$ cat src/rtl/dunit_step_ctrl.sv
// Debug-unit execution controller: run/step/halt gating of the pipeline clock enable,
// plus a byte-serial dump of the pipeline/register snapshot over the UART TX side.
`timescale 1ns/1ps

// state     | meaning
// ----------+-----------------------------------------------------------
// IDLE      | pipeline frozen, decoding 'C' / 'S' / 'D'
// RUN       | pipeline free-running until HALT retires or 'H' arrives
// STEP      | pipeline enabled for exactly one cycle
// ACK       | one ack byte (0x06 step done, 0xFE halted) offered to TX
// DUMP_LOAD | snapshot word selected and captured into the shift register
// DUMP_SEND | current word shifted out low byte first
module dunit_step_ctrl #(
    parameter int NB_DATA = 8,
    parameter int NB_REG  = 32,
    parameter int N_WORDS = 8,
    parameter int NB_WIDX = 3
) (
    input  logic               i_clk,
    input  logic               i_reset,
    input  logic [NB_DATA-1:0] i_rx_data,
    input  logic               i_rx_valid,
    output logic [NB_DATA-1:0] o_tx_data,
    output logic               o_tx_valid,
    input  logic               i_tx_ready,
    input  logic               i_halt,
    output logic               o_dunit_clk_en,
    output logic [NB_WIDX-1:0] o_word_idx,
    input  logic [NB_REG-1:0]  i_word_data,
    output logic               o_busy
);

    localparam int N_BYTES = NB_REG / NB_DATA;
    localparam int NB_BIDX = (N_BYTES > 1) ? $clog2(N_BYTES) : 1;

    localparam logic [NB_BIDX-1:0] LAST_BYTE = NB_BIDX'(N_BYTES - 1);
    localparam logic [NB_WIDX-1:0] LAST_WORD = NB_WIDX'(N_WORDS - 1);

    localparam logic [NB_DATA-1:0] CMD_RUN  = NB_DATA'(8'h43);
    localparam logic [NB_DATA-1:0] CMD_STEP = NB_DATA'(8'h53);
    localparam logic [NB_DATA-1:0] CMD_DUMP = NB_DATA'(8'h44);
    localparam logic [NB_DATA-1:0] CMD_HALT = NB_DATA'(8'h48);
    localparam logic [NB_DATA-1:0] ACK_STEP = NB_DATA'(8'h06);
    localparam logic [NB_DATA-1:0] ACK_HALT = NB_DATA'(8'hFE);

    typedef enum logic [2:0] {
        ST_IDLE,
        ST_RUN,
        ST_STEP,
        ST_ACK,
        ST_DUMP_LOAD,
        ST_DUMP_SEND
    } state_t;

    state_t               state_q;
    state_t               state_d;
    logic [NB_DATA-1:0]   tx_data_q;
    logic                 tx_valid_q;
    logic [NB_DATA-1:0]   ack_code_q;
    logic [NB_REG-1:0]    shift_q;
    logic [NB_REG-1:0]    shift_next;
    logic [NB_WIDX-1:0]   word_q;
    logic [NB_BIDX-1:0]   byte_q;
    logic                 tx_fire;
    logic                 rx_cmd_run;
    logic                 rx_cmd_step;
    logic                 rx_cmd_dump;
    logic                 rx_cmd_halt;

    assign tx_fire     = tx_valid_q & i_tx_ready;
    assign rx_cmd_run  = i_rx_valid && (i_rx_data == CMD_RUN);
    assign rx_cmd_step = i_rx_valid && (i_rx_data == CMD_STEP);
    assign rx_cmd_dump = i_rx_valid && (i_rx_data == CMD_DUMP);
    assign rx_cmd_halt = i_rx_valid && (i_rx_data == CMD_HALT);
    assign shift_next  = shift_q >> NB_DATA;

    always_ff @(posedge i_clk) begin
        if (i_reset) begin
            state_q <= ST_IDLE;
        end else begin
            state_q <= state_d;
        end
    end

    always_comb begin
        state_d = state_q;
        unique case (state_q)
            ST_IDLE: begin
                if (rx_cmd_run) begin
                    state_d = i_halt ? ST_ACK : ST_RUN;
                end else if (rx_cmd_step) begin
                    state_d = i_halt ? ST_ACK : ST_STEP;
                end else if (rx_cmd_dump) begin
                    state_d = ST_DUMP_LOAD;
                end
            end
            // A retiring HALT takes priority over a simultaneous 'H'
            ST_RUN: begin
                if (i_halt) begin
                    state_d = ST_ACK;
                end else if (rx_cmd_halt) begin
                    state_d = ST_IDLE;
                end
            end
            ST_STEP: state_d = ST_ACK;
            ST_ACK: begin
                if (tx_fire) begin
                    state_d = ST_IDLE;
                end
            end
            ST_DUMP_LOAD: state_d = ST_DUMP_SEND;
            ST_DUMP_SEND: begin
                if (tx_fire && (byte_q == LAST_BYTE)) begin
                    state_d = (word_q == LAST_WORD) ? ST_IDLE : ST_DUMP_LOAD;
                end
            end
            default: state_d = ST_IDLE;
        endcase
    end

    always_comb begin
        o_dunit_clk_en = 1'b0;
        unique case (state_q)
            ST_RUN:  o_dunit_clk_en = ~i_halt;
            ST_STEP: o_dunit_clk_en = 1'b1;
            default: o_dunit_clk_en = 1'b0;
        endcase
        o_busy = (state_q != ST_IDLE);
    end

    always_ff @(posedge i_clk) begin
        if (i_reset) begin
            tx_data_q  <= '0;
            tx_valid_q <= 1'b0;
            ack_code_q <= '0;
            shift_q    <= '0;
            word_q     <= '0;
            byte_q     <= '0;
        end else begin
            if ((state_d == ST_ACK) && (state_q != ST_ACK)) begin
                ack_code_q <= (state_q == ST_STEP) ? ACK_STEP : ACK_HALT;
            end
            unique case (state_q)
                ST_IDLE: begin
                    if (state_d == ST_DUMP_LOAD) begin
                        word_q <= '0;
                        byte_q <= '0;
                    end
                end
                // Ack byte is presented the cycle after ACK is entered, then held until taken
                ST_ACK: begin
                    if (!tx_valid_q) begin
                        tx_valid_q <= 1'b1;
                        tx_data_q  <= ack_code_q;
                    end else if (i_tx_ready) begin
                        tx_valid_q <= 1'b0;
                        tx_data_q  <= '0;
                    end
                end
                ST_DUMP_LOAD: begin
                    shift_q    <= i_word_data;
                    tx_data_q  <= i_word_data[NB_DATA-1:0];
                    tx_valid_q <= 1'b1;
                    byte_q     <= '0;
                end
                ST_DUMP_SEND: begin
                    if (tx_fire) begin
                        if (byte_q == LAST_BYTE) begin
                            tx_valid_q <= 1'b0;
                            tx_data_q  <= '0;
                            if (word_q != LAST_WORD) begin
                                word_q <= word_q + NB_WIDX'(1);
                            end
                        end else begin
                            shift_q   <= shift_next;
                            tx_data_q <= shift_next[NB_DATA-1:0];
                            byte_q    <= byte_q + NB_BIDX'(1);
                        end
                    end
                end
                default: begin
                end
            endcase
        end
    end

    assign o_tx_data  = tx_data_q;
    assign o_tx_valid = tx_valid_q;
    assign o_word_idx = word_q;

endmodule
$ cat config.mk
export PLATFORM = sky130hd
export DESIGN_NAME = dunit_step_ctrl
export DESIGN_NICKNAME = d
export VERILOG_FILES = /design/src/rtl/dunit_step_ctrl.sv
export SDC_FILE = /design/constraint.sdc
export NUM_CORES = 1
export LEC_CHECK = 0
export CORE_MARGIN = 3
export CORE_UTILIZATION = 51
export DETAILED_ROUTE_END_ITERATION = 8
export PLACE_DENSITY = 0.86
export SLEW_MARGIN = 30
export SYNTH_ARGS = -nofsm -noshare
export SYNTH_HDL_FRONTEND = slang
export SYNTH_SLANG_ARGS = --single-unit
$ cat constraint.sdc
create_clock -name i_clk -period 3.92 [get_ports i_clk]
set_input_delay 0.392 -clock i_clk [delete_from_list [all_inputs] [get_ports i_clk]]
set_output_delay 0.392 -clock i_clk [all_outputs]
set_load 0.02 [all_outputs]
After elaboration in Yosys (flattened, before gate mapping)
Index checks and enable logic that the tools add are counted.
- flip-flop bits (word level): 57
- input bits: 45
- output and inout port bits: 14
- word-level logic and storage cells: 84
- add/sub/neg operators: 2
- equal/unequal tests: 21
- mux-type cells: 35
- bitwise operators: 2
- reductions and logical operators: 17
- operator list (kind ; number):
    $mux 32 ; 2
    $pmux 32 s2 ; 1
    $mux 8 ; 5
    $mux 3 ; 12
    $eq 8x7->1 const B ; 4
    $pmux 8 s3 ; 1
    $pmux 3 s6 ; 1
    $eq 3x3->1 const B ; 4
    $ne 2x2->1 const B ; 5
    $eq 3x2->1 const B ; 3
    $reduce_and 3->1 ; 3
    $reduce_bool 3->1 ; 3
    $mux 2 ; 4
    $logic_and 1x1->1 ; 6
    $ne 3x3->1 const B ; 2
    $pmux 2 s3 ; 1
    $pmux 3 s2 ; 1
    $mux 1 ; 5
    $reduce_and 5->1 ; 1
    $reduce_and 4->1 ; 1
    $reduce_bool 2->1 ; 2
    $add 3x1->3 const B ; 1
    $eq 3x1->1 const B ; 1
    $logic_not 3->1 ; 1
    7 further kinds ; 7

Logic depth before layout (Yosys ltp)
Gate-level depths: netlist (run 1).
- word-level depth: 9
- depth in mapped cells: 7

Worst setup path after synthesis (run 1)
No wires, ideal clock.
- path kind: reg2reg
- start: register tx_valid_q (netlist: o_tx_valid)
- end: register byte_q[1]
- setup time: 0.070 ns
- arrival: 1.802 ns
- path slack: 2.048 ns
- cell stages (with the launch flop): 7
- clock period less this slack: 1.872 ns
- cell sequence: dfxtp_1 buf_2 nand2_2 or3_1 a221o_1 or3_1 a21oi_1
- word-level cells in the longest chain between the ends: 7
- RTL lines (element ; RTL line ; source):
    from (decl) ; 58 ; logic tx_valid_q;
    from (signal assigned) ; 134 ; tx_valid_q <= 1'b0;
    from (signal assigned) ; 153 ; tx_valid_q <= 1'b1;
    from (signal assigned) ; 156 ; tx_valid_q <= 1'b0;
    $and 1x1->1 * ; 70 ; assign tx_fire = tx_valid_q & i_tx_ready;
    $logic_and 1x1->1 ; 113 ; if (tx_fire && (byte_q == LAST_BYTE)) begin
    $mux 3 ; 113 ;
    $pmux 3 s6 ; 87 ; unique case (state_q)
    $eq 3x3->1 ; 145 ; if (state_d == ST_DUMP_LOAD) begin
    $ne 2x2->1 (no line) ; n/a ;
    $reduce_and 4->1 (no line) * ; n/a ;
    to (signal assigned) ; 177 ; byte_q <= byte_q + NB_BIDX'(1);
    to (decl) ; 63 ; logic [NB_BIDX-1:0] byte_q;
Mark *: on every way between the ends. The rest lies on a longest branch, timed or not.
A chain may end at the register's enable or synchronous reset.

Worst setup path in the final report (run 1)
- start: register state_q[0]
- end: output o_dunit_clk_en
- word-level cells in the longest chain between the ends: 2
- RTL lines (element ; RTL line ; source):
    from (decl) ; 55 ; state_t state_q;
    from (signal assigned) ; 81 ; state_q <= state_d;
    $eq 3x2->1 / $eq 3x1->1 (equally long branches) ; 123 ; unique case (state_q)
    $pmux 1 s2 * ; 123 ;
    to (decl) ; 27 ; output logic o_dunit_clk_en,
Marks and branches as above.

==> qor.yml, run 1 <==
outcome:
  status: "finished clean"
global_routing:
  use_met1_pct: 27.9
  met2_usage_pct: 32.1
  antenna_found_initial: 0
  grt_pass1_wl_mm: 8.09
  grt-ovfl-total: 0
  top_usage_layer: "met2"
  grt_max_degree: 32
  use_met3_pct: 4.78
  grt_use_total_pct: 20.2
  grt_pass1_vias: 1729
sta:
  skew_ns: 0.00919
  setup_tns_ns: 0
  maxSlewHeadroom_pct: 50.4
  setup_viol: 0
  drv_slew: 0
  hold_viol_final: 0
  tightest_slew_ns: 0.740
  post-route-period-util_pct: 60.5
  min_period_ns: 2.37
  fmax_mhz: 422
  rsz0062_at_grt: "false"
worst_setup_path:
  r2r_setup_slack_ns: 1.66
  rr_endpoint: "shift_q[14]"
  critical_path.cell_chain: "nand2b_1 > nor2_1 > a21oi_1 > nor2_1 > clkdlybuf4s50_1"
  cp_common_cell: "nor2_1"
  critPathCaptureType: "output port"
  critPathTopFamily: "flip-flops"
  cp_slowest_cell: "dfxtp_1"
  worst-path-stages: 5
  crit_arrival_ns: 1.98
  start_kind: "register"
  r2r_cells: 6
  reg2reg_from: "state_q[0]"
  critPathMaxStageDelay_ns: 0.63
  path_max_fanout: 13
  critical_path_buf_inv_count: 1
  cp.required_ns: 3.53
  worstSetupPathType: "register to output port"
  cp-startpoint: "state_q[0]"
cells_and_area:
  multi_input_area_mm2: 0.00110
  num-nets-final: 330
  final_cells: 331
  seq_area_um2: 861
  fill_cells: 296
  layout_commonest_cell: "clkdlybuf4s50_1"
  drive_gt1_share_pct: 6.36
  syn2layout_area_growth_pct: 35.6
  insertedDiodeCount: 0
  mostFrequentLayoutCells: "clkdlybuf4s50_1 (58), dfxtp_1 (43), nor2_1 (40), a211oi_1 (20), mux2i_1 (18)"
placement:
  dp_cells: 323
  portBuffers: 58
  dp_hpwl_mm: 3.51
  gp_congestion: 0.899
logic_synthesis:
  synth_top_flop_cell: "dfxtp_1"
  synth_seq_cells: 43
  yosysWarnings: 0
  syn_nets: 280
  yosysSeqAreaShare_pct: 42.0
  synth_top_family_by_area: "compound AO/OA/AOI/OAI gates"
  synthAdderAreaFrac_pct: 1.83
  syn_area_mm2: 0.00205
  synth-compound-area-share_pct: 21.3
  synth_cell_types: 43
  synth-xor-area-share_pct: 0.428
  syn_area_per_cell_um2: 8.83
  synthArstFlopShare_pct: 0
  synth-simple-area-share_pct: 20.0
  synth.area.mux_share_pct: 9.35
  synthCells: 232
  synth_edf_count: 0
cts:
  root_buffer: "clkbuf_8"
  cts_resized: 0
  htreeDepth: 2
  clockBufferDepth: 2
  clk_latency_ns: 0.29
  cts_setup_buffers: 0
  cts_tree: "done"
  postCtsHoldBufs: 0
  clock-sinks: 43
  numCtsBuffers: 5
  path_clk_slew_ns: 0.09
worst_hold_path:
  holdPathStages: 1
  hold_path_end: "ack_code_q[6]"
  hold_start: "ack_code_q[6]"
  hold_path_class: "register to register"
pwr:
  vdd_drop_max_v: 0.000322
  p_leak_nw: 1.10
  p_per_area_mw_per_mm2: 317
detailed_routing:
  route.detailed.drc: 0
  drt_iter0_markers: 144
  drt_pass1_iterations: 4
  ant_nets: 0
  via_per_inst: 5.76
  dr_total_vias: 1906
  post_drt_wl_per_cell_um: 14.8
  drt-total-wl_mm: 4.88
floorplanning:
  dieArea_mm2: 0.00481
  die_x_um: 69.4
  row_count: 22
  die_h_um: 69.4
  initial_core_util_pct: 54.3
  core_mm2: 0.00377
  num_io_pins: 59
job:
  maxCapViolations: 0
## per-stage QoR
stage / hold slack (ns) / total power [W] / utilization [%] / setup WS (ns) / area (µm²)
after floorplan: 0.436 / 0.000474 / - / 2.05 / 2050
after global placement: 0.443 / 0.000527 / 69.9 / 1.40 / 2640
after detailed placement: 0.455 / 0.000528 / 70.3 / 1.47 / 2650
after CTS: 0.476 / 0.000884 / 73.6 / 1.46 / 2770
after global routing: 0.495 / 0.000914 / 73.6 / 1.39 / 2780
final: 0.476 / 0.000879 / 73.6 / 1.55 / 2780
## cell usage after synthesis, types with 2 or more instances
master	instances	area, µm²
clkbuf_1	10	37.5
a31oi_1	3	18.8
a221oi_1	7	61.3
o21ai_0	2	10.0
a22oi_1	8	60.1
and3_1	2	12.5
nand3b_1	2	15.0
nor2b_1	3	18.8
buf_2	8	40.0
nand2_1	7	26.3
a311oi_1	2	17.5
a21oi_1	5	25.0
nor3_1	9	45.0
o22ai_1	2	12.5
nor2_1	41	154
dfxtp_1	43	861
nand2b_1	6	37.5
a211oi_1	20	150
mux2i_1	18	180
or3_1	2	12.5
ha_1	3	37.5
and3b_1	2	17.5
inv_1	7	26.3
## logic make-up (layout without fill, tap and decap cells)
group | count (synthesis) | in the layout
AO/OA/AOI/OAI | 57 | 57
XOR/XNOR | 1 | 1
multiplexers | 19 | 19
flip-flops | 43 | 43
AND/OR/NAND/NOR | 84 | 84
buffers and inverters | 25 | 76
adder cells (fa/ha/maj) | 3 | 3
## final cells by class
| class | count | share of cell area, % |
|---|---|---|
| clock buffers | 6 | 2.97 |
| clock inverters | 2 | 1.40 |
| inverters | 7 | 0.946 |
| multi-input cells | 164 | 39.5 |
| flip-flops and latches | 43 | 31.0 |
| well taps | 48 | 2.16 |
| repair buffers | 61 | 22.0 |
## how the worst max path moves through the flow
| stage | to |
|---|---|
| 2_1_floorplan | byte_q[1] |
| 3_3_place_gp | shift_q[16] |
| 3_5_place_dp | shift_q[29] |
| 4_1_cts | shift_q[29] |
| 5_1_grt | o_dunit_clk_en |
| 6_report | o_dunit_clk_en |
## worst reg2reg max path, cell delays in order, from the launching register on
cell,delay (ns)
dfxtp_1,0.63
nand3b_1,0.12
buf_4,0.27
o32ai_4,0.61
buf_8,0.24
nor2_1,0.05
a211oi_1,0.24
## metal layers
layer	vias up	part of all wire, %
met5	-	0
li1	955	-
met4	0	0.63
met1	886	46
met3	5	6.0
met2	60	47
## sequential cells by signal, summed over array words and instances, names as in the netlist
name and flops:
state_q 3, o_tx_data 8, byte_q 2, o_tx_valid 1
shift_q 24, ack_code_q 2, o_word_idx 3
## where the power goes
part	internal [W]	total, W	leakage (nW)	switching (W)
registers	0.000438	0.000440	0.346	0.00000263
clock network	0.000210	0.000360	0.0618	0.000151
logic	0.0000510	0.0000784	0.691	0.0000274
Note: power is estimated with default switching activity, not from simulation.
==> run 2, diff against run 1 <==
--- a/config.mk
+++ b/config.mk
@@ -6,9 +6,9 @@
 export NUM_CORES = 1
 export LEC_CHECK = 0
 export CORE_MARGIN = 3
-export CORE_UTILIZATION = 51
+export CORE_UTILIZATION = 43
 export DETAILED_ROUTE_END_ITERATION = 8
-export PLACE_DENSITY = 0.86
+export PLACE_DENSITY = 0.77
 export SLEW_MARGIN = 30
 export SYNTH_ARGS = -nofsm -noshare
 export SYNTH_HDL_FRONTEND = slang
==> constraint.sdc (replaced) <==
create_clock -name i_clk -period 2.1 [get_ports i_clk]
set_input_delay 0.21 -clock i_clk [delete_from_list [all_inputs] [get_ports i_clk]]
set_output_delay 0.21 -clock i_clk [all_outputs]
set_load 0.02 [all_outputs]
==> run 2 against run 1 <==
Against the previous run: sequential power up 86%; clock power up 83%; power up 86%; setup slack worse by 1.4 ns; largest power group unchanged; combinational power up 95%; flip-flop and latch count unchanged; die area up 17%; clock-buffer cell count down 1; critical path depth unchanged; final cell count up 4.5%.
==> qor.yml, run 2 (synthesis gave the netlist of run 1 again) <==
sta:
  maxSlewHeadroom_pct: 48.8
  min_period_ns: 1.99
  post-route-period-util_pct: 95.0
  setup_tns_ns: 0
  fmax_mhz: 501
  hold_viol_final: 0
  skew_ns: 0.00904
  setup_viol: 0
  tightest_slew_ns: 0.765
  rsz0062_at_grt: "false"
  drv_slew: 0
cts:
  numCtsBuffers: 5
  path_clk_slew_ns: 0.09
  clockBufferDepth: 2
  clk_latency_ns: 0.29
  postCtsHoldBufs: 0
  root_buffer: "clkbuf_8"
  cts_setup_buffers: 0
  cts_resized: 0
  clock-sinks: 43
  cts_tree: "done"
  htreeDepth: 2
floorplanning:
  num_io_pins: 59
  core_mm2: 0.00447
  die_h_um: 75.0
  row_count: 24
  die_x_um: 75.0
  dieArea_mm2: 0.00563
  initial_core_util_pct: 45.8
cells_and_area:
  largest_reg_flops: 24
  insertedDiodeCount: 0
  num-nets-final: 341
  multi_input_area_mm2: 0.00109
  syn2layout_area_growth_pct: 39.7
  drive_gt1_share_pct: 9.52
  fill_cells: 380
  mostFrequentLayoutCells: "clkdlybuf4s50_1 (58), dfxtp_1 (43), nor2_1 (41), a211oi_1 (20), mux2i_1 (18)"
  top_register: "shift_q"
  seq_area_um2: 861
  final_cells: 346
  layout_commonest_cell: "clkdlybuf4s50_1"
worst_hold_path:
  hold_path_end: "byte_q[1]"
  holdPathStages: 2
  hold_start: "byte_q[1]"
  hold_path_class: "register to register"
pwr:
  swShare_pct: 21.7
  seq_power_share_pct: 50.3
  internal_power_w: 0.00128
  p_leak_nw: 1.15
  clockPowerShare_pct: 40.3
  p_per_area_mw_per_mm2: 570
  p_switching_w: 0.000354
  vdd_drop_max_v: 0.000387
  combPwrFrac_pct: 9.4
worst_setup_path:
  start_kind: "register"
  worstSetupPathType: "register to output port"
  crit_arrival_ns: 1.78
  r2r_cells: 5
  cp.required_ns: 1.89
  path_max_fanout: 8
  critPathCaptureType: "output port"
  reg2reg_from: "state_q[1]"
  r2r_setup_slack_ns: 0.15
  rr_endpoint: "o_tx_data[5]"
outcome:
  status: "finished clean"
placement:
  dp_hpwl_mm: 3.67
  dp_cells: 338
  portBuffers: 58
  gp_congestion: 0.824
detailed_routing:
  drt_pass1_iterations: 4
  dr_total_vias: 1881
  drt_iter0_markers: 214
  post_drt_wl_per_cell_um: 14.2
  drt-total-wl_mm: 4.91
  route.detailed.drc: 0
  ant_nets: 0
  via_per_inst: 5.44
job:
  maxCapViolations: 0
global_routing:
  grt_use_total_pct: 18.4
  antenna_found_initial: 0
  grt_pass1_vias: 1742
  grt-ovfl-total: 0
  grt_max_degree: 33
  grt_pass1_wl_mm: 8.02
[run 2: cell count changes in the layout (fill, tap and decap cells not counted), sizes merged]
cell / delta
buf: +11
clkinv: +1
clkbuf: -1
[run 2: area by class of cell]
| type | count | area share (%) |
|---|---|---|
| Clock buffer | 5 | 2.40 |
| Clock inverter | 3 | 1.66 |
| Inverter | 7 | 0.918 |
| Multi-Input combinational cell | 164 | 38.3 |
| Sequential cell | 43 | 30.1 |
| Tap cell | 52 | 2.27 |
| Timing Repair Buffer | 72 | 24.4 |
[run 2: power groups by stage]
stage	Combinational [W]	Clock, W	Sequential, W
after floorplan	0.0000468	0	0.000839
after global placement	0.000151	0	0.000839
after detailed placement	0.000152	0	0.000839
after CTS	0.000153	0.000673	0.000820
after global routing	0.000164	0.000707	0.000821
final	0.000153	0.000658	0.000820
[run 2: how the worst max path moves through the flow]
stage / startpoint / end / cells after the start
after CTS: state_q[0] / o_dunit_clk_en / 5
final: state_q[0] / o_dunit_clk_en / 5
after global routing: state_q[0] / o_dunit_clk_en / 5
after global placement: i_rx_data[6] / o_word_idx[0] / 6
after detailed placement: i_rx_data[6] / o_word_idx[2] / 7
after floorplan: o_tx_valid / byte_q[1] / 6
[run 2: per-layer routing]
layer	global-route usage (%)	up-vias	share of wire, %
met4	4.94	0	0.69
li1	-	972	-
met5	0	-	0
met1	24.6	843	44
met3	5.34	4	7.1
met2	29.0	62	48
[run 2: worst max-delay path: stages (launching register included)]
cell and delay [ns]:
dfxtp_1 0.44, buf_4 0.21, inv_1 0.09, a21oi_1 0.15, nor2_1 0.05, clkdlybuf4s50_1 0.54
[run 2: through the flow]
| stage | worst slack [ns] | cell area (µm²) | utilization, % | total power [W] | hold slack [ns] |
|---|---|---|---|---|---|
| 4_1_cts | 0.112 | 2860 | 64.0 | 0.00165 | 0.467 |
| 3_5_place_dp | 0.0140 | 2750 | 61.4 | 0.000992 | 0.454 |
| 6_report | 0.105 | 2860 | 64.0 | 0.00163 | 0.464 |
| 5_1_grt | 0.0187 | 2860 | 64.0 | 0.00169 | 0.502 |
| 3_3_place_gp | 0.0990 | 2750 | 61.4 | 0.000990 | 0.444 |
| 2_1_floorplan | 0.228 | 2050 | - | 0.000885 | 0.371 |
